===== src/rtl/accel_pkg.sv =====
// Shared definitions for the accelerator core: control-register bit map and
// the partial-sum accumulator FSM encoding.
package accel_pkg;

  localparam int CTRL_EN        = 0;
  localparam int CTRL_RELU      = 1;
  localparam int CTRL_SAT       = 2;
  localparam int CTRL_SHIFT_LSB = 4;
  localparam int CTRL_SHIFT_W   = 5;

  typedef enum logic [0:0] {
    ST_DISABLED = 1'b0,
    ST_ACCUM    = 1'b1
  } acc_state_e;

endpackage


===== src/rtl/psum_acc_lane.sv =====
// One kernel lane: signed accumulator with overflow detection, arithmetic
// shift, optional ReLU, saturate-or-wrap requantization and a sticky flag.
module psum_acc_lane
  import accel_pkg::*;
#(
  parameter int IN_WIDTH  = 8,
  parameter int ACC_WIDTH = 20,
  parameter int OUT_WIDTH = 8,
  parameter int SHIFT_W   = 5
) (
  input  logic                 clk,
  input  logic                 rst_n,
  input  logic                 flush_i,
  input  logic                 accept_i,
  input  logic                 last_i,
  input  logic                 relu_i,
  input  logic                 sat_i,
  input  logic [SHIFT_W-1:0]   shift_i,
  input  logic [IN_WIDTH-1:0]  psum_i,
  output logic [OUT_WIDTH-1:0] result_o,
  output logic                 sat_flag_o
);

  localparam logic signed [ACC_WIDTH-1:0] OUT_MAX = ACC_WIDTH'(2 ** (OUT_WIDTH - 1) - 1);
  localparam logic signed [ACC_WIDTH-1:0] OUT_MIN = ACC_WIDTH'(-(2 ** (OUT_WIDTH - 1)));

  logic signed [ACC_WIDTH-1:0] acc_q, acc_d;
  logic signed [ACC_WIDTH-1:0] in_ext_s, sum_s, shifted_s, relu_s, out_ext_s;
  logic                        ovf_s, clamp_s;
  logic                        flag_q, flag_d;
  logic [OUT_WIDTH-1:0]        result_s;

  // Add, overflow detect and requantize the running sum including this beat.
  always_comb begin
    in_ext_s  = {{(ACC_WIDTH - IN_WIDTH){psum_i[IN_WIDTH-1]}}, psum_i};
    sum_s     = acc_q + in_ext_s;
    ovf_s     = (acc_q[ACC_WIDTH-1] == in_ext_s[ACC_WIDTH-1]) &&
                (sum_s[ACC_WIDTH-1] != acc_q[ACC_WIDTH-1]);
    shifted_s = sum_s >>> shift_i;
    out_ext_s = '0;
    if (relu_i && shifted_s[ACC_WIDTH-1]) begin
      relu_s = '0;
    end else begin
      relu_s = shifted_s;
    end
    if (sat_i) begin
      if (relu_s > OUT_MAX) begin
        result_s = OUT_MAX[OUT_WIDTH-1:0];
        clamp_s  = 1'b1;
      end else if (relu_s < OUT_MIN) begin
        result_s = OUT_MIN[OUT_WIDTH-1:0];
        clamp_s  = 1'b1;
      end else begin
        result_s = relu_s[OUT_WIDTH-1:0];
        clamp_s  = 1'b0;
      end
    end else begin
      result_s  = relu_s[OUT_WIDTH-1:0];
      out_ext_s = {{(ACC_WIDTH - OUT_WIDTH){result_s[OUT_WIDTH-1]}}, result_s};
      clamp_s   = (out_ext_s != relu_s);
    end
  end

  // Next accumulator value and sticky flag; flush beats everything else.
  always_comb begin
    acc_d  = acc_q;
    flag_d = flag_q;
    if (flush_i) begin
      acc_d  = '0;
      flag_d = 1'b0;
    end else if (accept_i) begin
      acc_d  = last_i ? '0 : sum_s;
      flag_d = flag_q | ovf_s | (last_i & clamp_s);
    end else begin
      acc_d  = acc_q;
      flag_d = flag_q;
    end
  end

  // Lane state registers.
  always_ff @(posedge clk or negedge rst_n) begin
    if (!rst_n) begin
      acc_q  <= '0;
      flag_q <= 1'b0;
    end else begin
      acc_q  <= acc_d;
      flag_q <= flag_d;
    end
  end

  assign result_o   = result_s;
  assign sat_flag_o = flag_q;

endmodule


===== src/rtl/psum_accumulator_nk.sv =====
// NUM_KERNEL-lane partial-sum accumulator: FSM, pass counter, per-group
// config latch and valid/ready output register around the lane datapaths.
module psum_accumulator_nk
  import accel_pkg::*;
#(
  parameter int NUM_KERNEL = 4,
  parameter int IN_WIDTH   = 8,
  parameter int ACC_WIDTH  = 20,
  parameter int OUT_WIDTH  = 8,
  parameter int CNT_WIDTH  = 16,
  parameter int REG_WIDTH  = 32
) (
  input  logic                             clk,
  input  logic                             rst,
  input  logic [REG_WIDTH-1:0]             i_conf_ctrl,
  input  logic [REG_WIDTH-1:0]             i_conf_cnt,
  input  logic [NUM_KERNEL*IN_WIDTH-1:0]   i_psum,
  input  logic                             i_psum_val,
  output logic                             o_psum_rdy,
  output logic [NUM_KERNEL*OUT_WIDTH-1:0]  o_psum,
  output logic                             o_psum_val,
  input  logic                             i_out_rdy,
  output logic [NUM_KERNEL-1:0]            o_sat_flag,
  output logic                             o_busy
);

  localparam logic [CNT_WIDTH-1:0] CNT_ONE = CNT_WIDTH'(1);

  acc_state_e                       state_q, state_d;
  logic [CNT_WIDTH-1:0]             cnt_q, cnt_d, n_lat_q, n_lat_d;
  logic [CNT_WIDTH-1:0]             cfg_n_s, n_eff_s;
  logic                             relu_q, relu_d, sat_q, sat_d;
  logic [CTRL_SHIFT_W-1:0]          shift_q, shift_d, shift_eff_s;
  logic [NUM_KERNEL*OUT_WIDTH-1:0]  psum_q, psum_d, lane_res_s;
  logic                             val_q, val_d;
  logic                             en_s, flush_s, rdy_s, first_s, accept_s, last_s, load_s;
  logic                             relu_eff_s, sat_eff_s;
  logic                             conf_unused_s;

  assign conf_unused_s = ^{i_conf_ctrl[REG_WIDTH-1:CTRL_SHIFT_LSB+CTRL_SHIFT_W],
                           i_conf_ctrl[CTRL_SHIFT_LSB-1:CTRL_SAT+1],
                           i_conf_cnt[REG_WIDTH-1:CNT_WIDTH]};

  assign en_s     = i_conf_ctrl[CTRL_EN];
  assign flush_s  = (state_q == ST_ACCUM) && !en_s;
  assign rdy_s    = (state_q == ST_ACCUM) && (!val_q || i_out_rdy);
  assign accept_s = i_psum_val && rdy_s && !flush_s;
  assign first_s  = (cnt_q == '0);
  assign cfg_n_s  = (i_conf_cnt[CNT_WIDTH-1:0] == '0) ? CNT_ONE : i_conf_cnt[CNT_WIDTH-1:0];

  // The first beat of a group uses the live config; later beats the latched copy.
  assign n_eff_s     = first_s ? cfg_n_s : n_lat_q;
  assign relu_eff_s  = first_s ? i_conf_ctrl[CTRL_RELU] : relu_q;
  assign sat_eff_s   = first_s ? i_conf_ctrl[CTRL_SAT] : sat_q;
  assign shift_eff_s = first_s ? i_conf_ctrl[CTRL_SHIFT_LSB +: CTRL_SHIFT_W] : shift_q;
  assign last_s      = (cnt_q == (n_eff_s - CNT_ONE));
  assign load_s      = accept_s && last_s;

  genvar k;
  generate
    for (k = 0; k < NUM_KERNEL; k++) begin : g_lane
      psum_acc_lane #(
        .IN_WIDTH  (IN_WIDTH),
        .ACC_WIDTH (ACC_WIDTH),
        .OUT_WIDTH (OUT_WIDTH),
        .SHIFT_W   (CTRL_SHIFT_W)
      ) u_lane (
        .clk        (clk),
        .rst_n      (rst),
        .flush_i    (flush_s),
        .accept_i   (accept_s),
        .last_i     (last_s),
        .relu_i     (relu_eff_s),
        .sat_i      (sat_eff_s),
        .shift_i    (shift_eff_s),
        .psum_i     (i_psum[k*IN_WIDTH +: IN_WIDTH]),
        .result_o   (lane_res_s[k*OUT_WIDTH +: OUT_WIDTH]),
        .sat_flag_o (o_sat_flag[k])
      );
    end
  endgenerate

  // Enable-driven state transitions.
  always_comb begin
    state_d = state_q;
    case (state_q)
      ST_DISABLED: state_d = en_s ? ST_ACCUM : ST_DISABLED;
      ST_ACCUM:    state_d = en_s ? ST_ACCUM : ST_DISABLED;
      default:     state_d = ST_DISABLED;
    endcase
  end

  // Counter, config latch and output handshake next-state.
  always_comb begin
    cnt_d   = cnt_q;
    n_lat_d = n_lat_q;
    relu_d  = relu_q;
    sat_d   = sat_q;
    shift_d = shift_q;
    psum_d  = psum_q;
    val_d   = val_q;
    if (flush_s) begin
      cnt_d = '0;
      val_d = 1'b0;
    end else begin
      if (accept_s && first_s) begin
        n_lat_d = cfg_n_s;
        relu_d  = relu_eff_s;
        sat_d   = sat_eff_s;
        shift_d = shift_eff_s;
      end else begin
        n_lat_d = n_lat_q;
      end
      if (accept_s) begin
        cnt_d = last_s ? '0 : (cnt_q + CNT_ONE);
      end else begin
        cnt_d = cnt_q;
      end
      if (load_s) begin
        psum_d = lane_res_s;
        val_d  = 1'b1;
      end else if (i_out_rdy) begin
        val_d = 1'b0;
      end else begin
        val_d = val_q;
      end
    end
  end

  // Control and output registers.
  always_ff @(posedge clk or negedge rst) begin
    if (!rst) begin
      state_q <= ST_DISABLED;
      cnt_q   <= '0;
      n_lat_q <= '0;
      relu_q  <= 1'b0;
      sat_q   <= 1'b0;
      shift_q <= '0;
      psum_q  <= '0;
      val_q   <= 1'b0;
    end else begin
      state_q <= state_d;
      cnt_q   <= cnt_d;
      n_lat_q <= n_lat_d;
      relu_q  <= relu_d;
      sat_q   <= sat_d;
      shift_q <= shift_d;
      psum_q  <= psum_d;
      val_q   <= val_d;
    end
  end

  assign o_psum_rdy = rdy_s;
  assign o_psum     = psum_q;
  assign o_psum_val = val_q;
  assign o_busy     = (cnt_q != '0);

endmodule


===== config.mk =====
export PLATFORM = sky130hd
export DESIGN_NAME = psum_accumulator_nk
export DESIGN_NICKNAME = d
export VERILOG_FILES = /design/src/rtl/accel_pkg.sv /design/src/rtl/psum_acc_lane.sv /design/src/rtl/psum_accumulator_nk.sv
export SDC_FILE = /design/constraint.sdc
export NUM_CORES = 1
export LEC_CHECK = 0
export ABC_AREA = 1
export BUFFER_PORTS_ARGS = -buffer_cell sky130_fd_sc_hd__buf_2
export CAP_MARGIN = 20
export CORE_UTILIZATION = 60
export CTS_BUF_LIST = sky130_fd_sc_hd__clkbuf_16
export CTS_CLUSTER_SIZE = 30
export DETAILED_ROUTE_END_ITERATION = 6
export PLACE_DENSITY = 0.8
export SLEW_MARGIN = 10
export SYNTH_ARGS = -nofsm -noshare
export SYNTH_HDL_FRONTEND = slang
export SYNTH_SLANG_ARGS = --single-unit
export TNS_END_PERCENT = 1

===== constraint.sdc =====
create_clock -name clk -period 9.8 [get_ports clk]
set_input_delay 0.49 -clock clk [delete_from_list [all_inputs] [get_ports clk]]
set_output_delay 0.49 -clock clk [all_outputs]
set_load 0.005 [all_outputs]

# Word level (Yosys, flattened, before mapping)

Index checks and enable logic that the tools add are counted.

$lt $le $gt $ge: 8
Multiplexer cells: 60
Bitwise gates (word level): 13
Reductions and logical operators: 25
Divide/modulo/power cells: 0
Equal/unequal tests: 13
Shift operators: 4
$add $sub $neg: 6
Multiply operators: 0

Operator list:

| cell                                                        | number |
|---|---|
| two-way mux 20 bit                                          | 16 |
| two-way mux 8 bit                                           | 12 |
| adder 20 x 8 -> 20 bit                                      | 4 |
| > comparator 20 x 8 -> 1 bit, second input constant         | 4 |
| less-than comparator 20 x 8 -> 1 bit, second input constant | 4 |
| two-way mux 16 bit                                          | 5 |
| >>> shifter 20 x 5 -> 20 bit                                | 4 |
| != test 1 x 12 -> 1 bit                                     | 4 |
| logical NOT 16 bit                                          | 2 |
| two-way mux 1 bit                                           | 26 |
| adder 16 x 1 -> 16 bit, second input constant               | 1 |
| == test 16 bit                                              | 1 |
| nonzero test 16 bit                                         | 1 |
| subtractor 16 x 1 -> 16 bit, second input constant          | 1 |
| logical AND 1 bit                                           | 14 |
| OR 1 bit                                                    | 8 |
| two-way mux 5 bit                                           | 1 |
| bitwise AND 1 bit                                           | 4 |
| == test 1 bit                                               | 4 |
| != test 1 bit                                               | 4 |
| AND reduction 2 bit                                         | 2 |
| logical NOT 1 bit                                           | 3 |
| nonzero test 3 bit                                          | 1 |
| nonzero test 2 bit                                          | 1 |
| 2 further kinds                                             | 2 |

Bits in registers: 157
RAM bits: 0
Output and inout bits: 39
Logic and storage cells: 145
Memory bits (read-only): 0
Memories: 0
Input bits: 100
Bits in latches: 0

# Depth between registers and ports, before layout

Gate-level depths: netlist of the first run.

Word-level depth: 13
Gate-level depth with buffers: 30
Depth with buffers taken out: 30

# Modules after synthesis

From an unflattened synthesis of the first run, not the netlist that was laid out.

Cell total of the unflattened synthesis: 2,995
Area, all modules: 17,974.7 um2

Modules (own cells, without submodules):

| module                                | times used | area each (um2) | cells an instance | sequential area each (um2) |
|---|---|---|---|---|
| psum_acc_lane at g_lane[1].u_lane ... | 3          | 3,333.2         | 581               | 525.5 |
| psum_accumulator_nk                   | 1          | 4,708.3         | 684               | 1,826.8 |
| psum_acc_lane at g_lane[0].u_lane     | 1          | 3,266.9         | 568               | 525.5 |

# Worst setup path after synthesis of the first run

OpenSTA, ideal clock, no wires.

Path kind: reg2reg
Start point: reg cnt_q[0]
End point: reg psum_q[29] (netlist: o_psum[29])
Buffers on the path: 1
Data arrival time: 3,159 ps
Stages on the path, launching flop included: 26
Setup slack: 6,522 ps
Library setup time: 119 ps
Data required time: 9,681 ps
Clock period less this slack: 3,278 ps
Path through: dfrtp_1 inv_1 ha_1 nand4_1 nor2_2 nand2_4 inv_2 nand2_1 o21ai_1 inv_1 ha_1 inv_1 nor3_4 nand2_2 xor2_1 inv_1 nand2_1 nand2_1 nor2_1 nand2_1 nor2_2 nand4_4 nor2_8 buf_4 nand3_1 o21a_1

Cells in the longest elaborated chain, start to end: 9
Elaborated cells between the ends (all ways): 17
Those cells by class: add/sub: 1; order compare: 2; eq/ne: 1; shift: 1; mux: 8; reduce/logical: 4

Ends and longest elaborated chain:

| what                                 | RTL line                   | source |
|---|---|---|
| from (decl)                          | psum_accumulator_nk.sv:30  | `logic [CNT_WIDTH-1:0] cnt_q, cnt_d, n_lat_q, n_lat_d;` |
| from (signal assigned)               | psum_accumulator_nk.sv:143 | `cnt_q <= cnt_d;` |
| logical NOT 16 bit                   | psum_accumulator_nk.sv:48  | `assign first_s = (cnt_q == '0);` |
| two-way mux 5 bit                    | psum_accumulator_nk.sv:55  | `assign shift_eff_s = first_s ? i_conf_ctrl[CTRL_SHIFT_LSB +: CTRL_SHIFT_W] : shift_q;` |
| >>> shifter 20 x 5 -> 20 bit         | psum_acc_lane.sv:39        | `shifted_s = sum_s >>> shift_i;` |
| logical AND 1 bit                    | psum_acc_lane.sv:41        | `if (relu_i && shifted_s[ACC_WIDTH-1]) begin` |
| two-way mux 20 bit                   | psum_acc_lane.sv:41        |  |
| less-than comparator 20 x 8 -> 1 bit | psum_acc_lane.sv:50        | `end else if (relu_s < OUT_MIN) begin` |
| two-way mux 8 bit                    | psum_acc_lane.sv:50        |  |
| two-way mux 8 bit                    | psum_acc_lane.sv:47        | `if (relu_s > OUT_MAX) begin` |
| two-way mux 8 bit                    | psum_acc_lane.sv:46        | `if (sat_i) begin` |
| to (signal assigned)                 | psum_accumulator_nk.sv:148 | `psum_q <= psum_d;` |
| to (decl)                            | psum_accumulator_nk.sv:34  | `logic [NUM_KERNEL*OUT_WIDTH-1:0] psum_q, psum_d, lane_res_s;` |

Parallel ways exist; a longest one is shown, timed or not.
A chain may end at the register's enable or synchronous reset.

# Final worst setup path of the first run

Start point: reg cnt_q[0]
End point: reg psum_q[23] (netlist: o_psum[23])

The elaborated chain is that of the path after synthesis.

==> results_dict.tcl, run 1 <==
set metrics [dict create \
    outcome "complete, but fails checks" \
    violations "design-rule violations" \
    final_nets 3084 \
    reg2reg_setup_slack_ps 5040 \
    critPathCaptureType "register" \
    post-route-min-period_ps 4760 \
    place_hpwl_microns 38300 \
    post-place-ws_ps 5110 \
    drc 5 \
    seq_area_frac_synth_pct 22.9 \
    grt_pass1_vias 17500 \
    crit_path_start_kind "register" \
    power_density_nw_per_um2 196 \
    core.rowCount 61 \
    vias 19300 \
    min_path_cells 1 \
    drt_iter0_markers 1884 \
    setup_tns_ps 0 \
    synth_mux_area_share_pct 0.175 \
    cts_tree "yes" \
    r2r-start "cnt_q[0]" \
    worstMarginPinSlew_ps 1030 \
    io_buffers 98 \
    fin_crit_sh_pct 48.6 \
    dr.pass1.iters 7 \
    slew_headroom_pct 30.7 \
    hold_viol 0 \
    fill_cells 2690 \
    ys_warn_count 0 \
    yosys-top-cells-count "nand2_1, nand3_1, inv_1" \
    die_height_microns 171 \
    r2r_cells 24 \
    slew_violations 0 \
    critical_path_arrival_ps 5160 \
    yosysTopAreaCellShare_pct 23.2 \
    r2r_end "o_psum[23]" \
    hold_class "primary input to register" \
    fin_ws_ps 5040 \
    fmax_mhz 210 \
    synth_cells 2885 \
    htreeDepth 4 \
    synth_xor_area_share_pct 3.31 \
    clockRootBuffer "clkbuf_16" \
    synth_edf_count 0 \
    clock_skew_ps 11.0 \
    place_congestion 0.969 \
    vias_per_cell 5.85 \
    power.leakage_nw 10.1 \
    grt_max_degree 85 \
    num_antenna_cells 0 \
    grt_usage_pct 35.3 \
    synth_top_family_by_area "simple AND/OR/NAND/NOR gates" \
    io_pins 139 \
    fin_area_sq_um 18300 \
    syn2layout_area_growth_pct 6.69 \
    post-synth-top-count-cell "nand2_1" \
    synth-seq-cells 157 \
    cts_buffers 17 \
    cts_resized 0 \
    grt_first_pass_wirelength_microns 83300 \
    post_cts_buffers 0 \
    core_sq_um 27900 \
    synth_compound_gate_area_share_pct 11.8 \
    antenna_found_initial 0 \
    async_reset_ff_share_pct 100 \
    crit_path_end "o_psum[23]" \
    synthesis.area_sq_um 17100 \
    irDropWorstVdd_v 0.000146 \
    clk_pin_slew_ps 70 \
    place_area_sq_um 17700 \
    critPathKind "register to register" \
    synth_area_leader_cell "nand2_1" \
    dieArea_sq_um 29200 \
    clk_latency_ps 460 \
    gr-total-overflow 0 \
    synth-main-ff-cell "dfrtp_1" \
    synthSimpleGateAreaFrac_pct 46.1 \
    cts.sinks 157 \
    die_w_microns 171 \
    rsz0062_at_grt "no" \
    wl_per_cell_microns 15.6 \
    syn-num-nets 3068 \
    ant_nets 0 \
    cp.required_ps 10190 \
    synth_cell_types 58 \
    critical_path.max_fanout 42 \
    avgSynthCellArea_sq_um 5.94 \
    cts_hold_buf 1 \
    synthAdderAreaFrac_pct 6.23 \
    routed_wl_microns 51400 \
    finalSetupViolCount 0 \
    start_util_pct 61.4 \
    drive_above_1_share_pct 8.37 \
    crit_path_start "cnt_q[0]" \
    synthTopCellsByArea "nand2_1, dfrtp_1, nand3_1, ha_1, inv_1" \
    cts_max_path_buffers 2 \
    maxCapViolations 0 \
]
-- state kept, by name (all words and copies together) (netlist names) --
| register | flops |
|---|---|
| state_q | 1 |
| g_lane.u_lane.sat_flag_o | 4 |
| relu_q | 1 |
| n_lat_q | 16 |
| cnt_q | 16 |
| o_psum | 32 |
| g_lane.u_lane.acc_q | 80 |
| shift_q | 5 |
| sat_q | 1 |
| o_psum_val | 1 |
-- logic make-up (layout without fill, tap and decap cells) --
family / after synthesis / after routing
AND/OR/NAND/NOR: 1840 / 1840
buffers and inverters: 388 / 417
AO/OA/AOI/OAI: 350 / 350
flip-flops: 157 / 157
adder cells (fa/ha/maj): 83 / 83
XOR/XNOR: 64 / 64
multiplexers: 3 / 3
-- metrics by stage --
| step | util, % | total power [mW] | hold WS (ps) | std cells |
|---|---|---|---|---|
| after floorplan | - | 2.38 | 194 | 2885 |
| after global placement | 63.2 | 2.78 | 462 | 3259 |
| final | 65.5 | 3.59 | 154 | 3292 |
| after detailed placement | 63.2 | 2.82 | 469 | 3259 |
| after CTS | 65.4 | 3.56 | 144 | 3292 |
| after global routing | 65.5 | 3.90 | 139 | 3292 |
-- how the worst min path moves through the flow --
stage / start / endpoint / slack [ps]
6_report: i_conf_ctrl[0] / state_q / 150
5_1_grt: i_conf_ctrl[0] / state_q / 140
4_1_cts: i_conf_ctrl[0] / state_q / 140
3_5_place_dp: o_psum[18] / o_psum[18] / 470
3_3_place_gp: o_psum[7] / o_psum[7] / 460
2_1_floorplan: rst / cnt_q[0] / 190
-- area by class of cell --
type	count	area [sq um]	share of cell area, %
clock buffer	17	425	2.33
clock inverter	15	195	1.07
inverter	269	1010	5.55
multi-input combinational	2340	11600	63.5
sequential	157	3930	21.5
tap	378	473	2.59
timing repair buffer	116	634	3.47
-- where the power goes --
part	internal, mW	switching, mW
sequential	0.728	0.0515
clock	0.410	0.320
combinational	0.654	1.42
-- worst max-delay path: stages, from the launching register on --
cell     delay, ps
dfrtp_1        400
inv_1          140
ha_1           170
nand4_1        110
nor2_2         160
nand2_4        300
inv_2          250
nand2_1         70
o21ai_1        250
inv_1          170
ha_1           230
inv_1          120
nor3_4          70
nand2_2        130
xor2_1         220
inv_1           60
nand2_1         50
nand2_1         60
nor3b_1        170
nand3_1        140
nor2_4         470
nand2_1        440
inv_2          270
o21ai_0        110
nand2_1         70
-- cell usage in the layout, fill, tap and decap left out, types with 49 or more instances in the layout --
cell type	netlist	layout
nand2_1	1058	1057
nor2_1	173	172
a21oi_1	122	121
o21ai_0	128	128
dfrtp_1	157	157
nand4_1	49	49
ha_1	79	79
buf_2	53	97
nand3_1	476	476
xor2_1	52	52
inv_1	234	232
-- per-layer routing --
layer | vias up | global-route usage (%) | share of wire (%)
met5 | - | 0 | 0
met4 | 0 | 15.5 | 3.8
met3 | 126 | 4.56 | 6.2
met2 | 722 | 59.2 | 46
met1 | 8870 | 45.4 | 44
li1 | 9533 | - | -
Power figures use the tool's default switching activity.
==> inputs of run 2 (changes only) <==
--- a/config.mk
+++ b/config.mk
@@ -5,14 +5,14 @@
 export SDC_FILE = /design/constraint.sdc
 export NUM_CORES = 1
 export LEC_CHECK = 0
-export ABC_AREA = 1
+export ABC_AREA = 0
 export BUFFER_PORTS_ARGS = -buffer_cell sky130_fd_sc_hd__buf_2
 export CAP_MARGIN = 20
-export CORE_UTILIZATION = 60
+export CORE_UTILIZATION = 57
 export CTS_BUF_LIST = sky130_fd_sc_hd__clkbuf_16
 export CTS_CLUSTER_SIZE = 30
 export DETAILED_ROUTE_END_ITERATION = 6
-export PLACE_DENSITY = 0.8
+export PLACE_DENSITY = 0.79
 export SLEW_MARGIN = 10
 export SYNTH_ARGS = -nofsm -noshare
 export SYNTH_HDL_FRONTEND = slang
==> constraint.sdc (replaced) <==
create_clock -name clk -period 4.2 [get_ports clk]
set_input_delay 0.21 -clock clk [delete_from_list [all_inputs] [get_ports clk]]
set_output_delay 0.21 -clock clk [all_outputs]
set_load 0.005 [all_outputs]
==> run 2 against run 1 <==
The flow finishes with violations (negative setup slack); first-iteration DRC count rose by 39%; clock skew rose by 7.6 ps; synthesized area rose by 3.5%; worst setup slack got worse by 5200 ps; die area rose by 8.9%; via count rose by 12%.
==> results_dict.tcl, run 2 <==
set metrics [dict create \
    outcome "complete, but fails checks" \
    violations "negative setup slack" \
    vias 21500 \
    clk_pin_slew_ps 70 \
    power_density_nw_per_um2 460 \
    synth_area_leader_cell "dfrtp_1" \
    clockRootBuffer "clkbuf_16" \
    place_hpwl_microns 54100 \
    clock_skew_ps 18.6 \
    slew_headroom_pct 28.5 \
    largest_reg_flops 80 \
    whs_ps 9.16 \
    power.leakage_nw 9.90 \
    start_util_pct 58.0 \
    cp.required_ps 4620 \
    cp_slowest_cell "a222oi_1" \
    hold_viol 0 \
    finalSetupViolCount 8 \
    drt_iter0_markers 2625 \
    irDropWorstVdd_v 0.000389 \
    dieArea_sq_um 31800 \
    rsz0062_at_grt "yes" \
    num_antenna_cells 0 \
    grt_pass1_vias 20100 \
    wl_per_cell_microns 24.2 \
    critical_path_arrival_ps 4790 \
    post-place-ws_ps -280 \
    synth_edf_count 0 \
    fin_crit_sh_pct 104 \
    crit_path_end "o_psum[31]" \
    grt_usage_pct 45.2 \
    grt_max_degree 88 \
    io_pins 139 \
    drc 0 \
    post-synth-top-count-cell "nand2_1" \
    slew_violations 0 \
    finalPower_mw 10.3 \
    seq_area_frac_synth_pct 22.1 \
    cpPeakStageDelay_ps 540 \
    critPathKind "register to register" \
    avgSynthCellArea_sq_um 7.63 \
    fill_cells 2349 \
    cts_max_path_buffers 2 \
    syn-num-nets 2510 \
    final_nets 2848 \
    antenna_found_initial 3 \
    critPathCaptureType "register" \
    r2r_cells 14 \
    yosysTopAreaCellShare_pct 22.1 \
    ant_nets 0 \
    synth-main-ff-cell "dfrtp_1" \
    clk_latency_ps 480 \
    core.rowCount 64 \
    synth_cells 2327 \
    gr-total-overflow 0 \
    final_common_cell "buf_4" \
    place_congestion 1.12 \
    cts.sinks 157 \
    htreeDepth 4 \
    top_register "g_lane.u_lane.acc_q" \
    crit_chain "ha_4 > fa_2 > a21o_1 > a221o_1 > o22ai_2 > xnor2_2 > a211o_1 > a222oi_1 > o31ai_1 > a211oi_2 > and4b_2 > a211oi_1 > a2111oi_0 > mux2_2" \
    dr.pass1.iters 6 \
    syn2layout_area_growth_pct 25.9 \
    core_sq_um 30600 \
    die_w_microns 178 \
    yosys-top-cells-count "nand2_1, nor2_1, o21ai_0" \
    fmax_mhz 229 \
    layout_common_cells "buf_4, nand2_1, nor2_1" \
    r2r_end "o_psum[31]" \
    place_area_sq_um 20800 \
    drive_above_1_share_pct 26.3 \
    r2r-start "g_lane[3].u_lane.acc_q[0]" \
    hold_class "primary input to register" \
    maxCapViolations 0 \
    ys_warn_count 0 \
    critical_path.max_fanout 4 \
    cts_tree "yes" \
    synth_cell_types 94 \
    crit_path_start "g_lane[3].u_lane.acc_q[0]" \
    reg2reg_setup_slack_ps -170 \
    cts_buffers 17 \
    post-route-min-period_ps 4370 \
    vias_per_cell 7.00 \
    synthTopCellsByArea "dfrtp_1, nand2_1, ha_1, o21ai_0, a21oi_1" \
    fin_ws_ps -170 \
    grt_first_pass_wirelength_microns 111000 \
    routed_wl_microns 74500 \
    synth-seq-cells 157 \
    io_buffers 98 \
    worstMarginPinSlew_ps 1070 \
    async_reset_ff_share_pct 100 \
    fin_area_sq_um 22300 \
    crit_path_start_kind "register" \
    die_height_microns 178 \
    synthesis.area_sq_um 17700 \
]
==> run 2: changes by cell type in the layout (fill, tap and decap cells not counted), moves of 39 or more <==
| cell | before | now |
|---|---|---|
| o21ai_0 | 128 | 170 |
| mux2i_1 | 3 | 55 |
| a22o_1 | 3 | 53 |
| a21o_1 | 2 | 45 |
| inv_1 | 232 | 41 |
| nor3_1 | 20 | 61 |
| o211ai_1 | 7 | 59 |
| a211oi_1 | 6 | 45 |
| nand3_1 | 476 | 76 |
| nand2_1 | 1057 | 277 |
| mux2_2 | 0 | 48 |
| buf_4 | 17 | 353 |
==> run 2: critical path: cells and delay by family, from the launching register on <==
kind / cells / cell delay, ps
compound gates: 9 / 2620
fa+ha+maj: 2 / 570
flops: 1 / 420
simple gates: 1 / 340
mux: 1 / 230
xor+xnor: 1 / 130
==> run 2: how the worst min path moves through the flow <==
stage	from	end	cells past startpoint
after CTS	i_conf_cnt[9]	n_lat_q[9]	2
after floorplan	rst	cnt_q[0]	0
after global routing	i_conf_cnt[9]	n_lat_q[9]	2
after detailed placement	rst	g_lane[1].u_lane.acc_q[6]	1
final	i_conf_cnt[11]	n_lat_q[11]	2
after global placement	rst	g_lane[1].u_lane.acc_q[6]	1
==> run 2: power breakdown <==
part,switching [mW],internal (mW),leakage (nW)
Clock,0.845,0.815,0.295
Sequential,0.159,1.69,2.03
Combinational,4.01,2.77,7.57
Total,5.01,5.27,9.90
==> run 2: cells by family after synthesis <==
family	Yosys count	share of synthesized area [%]
buffers and inverters	197	5.10
multiplexers	122	7.67
XOR/XNOR	70	3.45
adder cells (fa/ha/maj)	83	6.02
AO/OA/AOI/OAI	854	33.1
AND/OR/NAND/NOR	844	22.5
flip-flops	157	22.1
==> run 2: area by class of cell <==
class / instances / area, sq um / area share, %
clock inverters: 15 / 188 / 0.840
well taps: 396 / 495 / 2.22
multi-input cells: 1973 / 13600 / 60.9
repair buffers: 474 / 3530 / 15.8
clock buffers: 17 / 425 / 1.90
inverters: 42 / 165 / 0.739
flip-flops and latches: 157 / 3930 / 17.6
==> run 2: stage by stage <==
step	instances	utilization, %	setup TNS [ps]
final	3074	73.0	-934
after floorplan	2327	-	0
after global placement	3006	67.9	-1690
after global routing	3074	73.0	-2480
after detailed placement	3006	67.9	-3840
after CTS	3052	70.7	-15.8
==> run 2: timing repair <==
item / CTS / global route
gates resized for setup: 31 / 113
hold endpoints to repair: 75 / 0
gates cloned: 0 / 2
hold buffers: 6 / 0
setup buffers: 8 / 20
pin swaps: 10 / 42
endpoints found under the setup margin: 31 / 90
==> run 2: metal layers <==
layer,vias to the layer above,GRT usage [%],share of wire [%]
met4,6,31.0,7.0
li1,9574,-,-
met3,344,11.1,10
met2,1341,72.3,45
met5,-,0,0.039
met1,10200,53.1,37
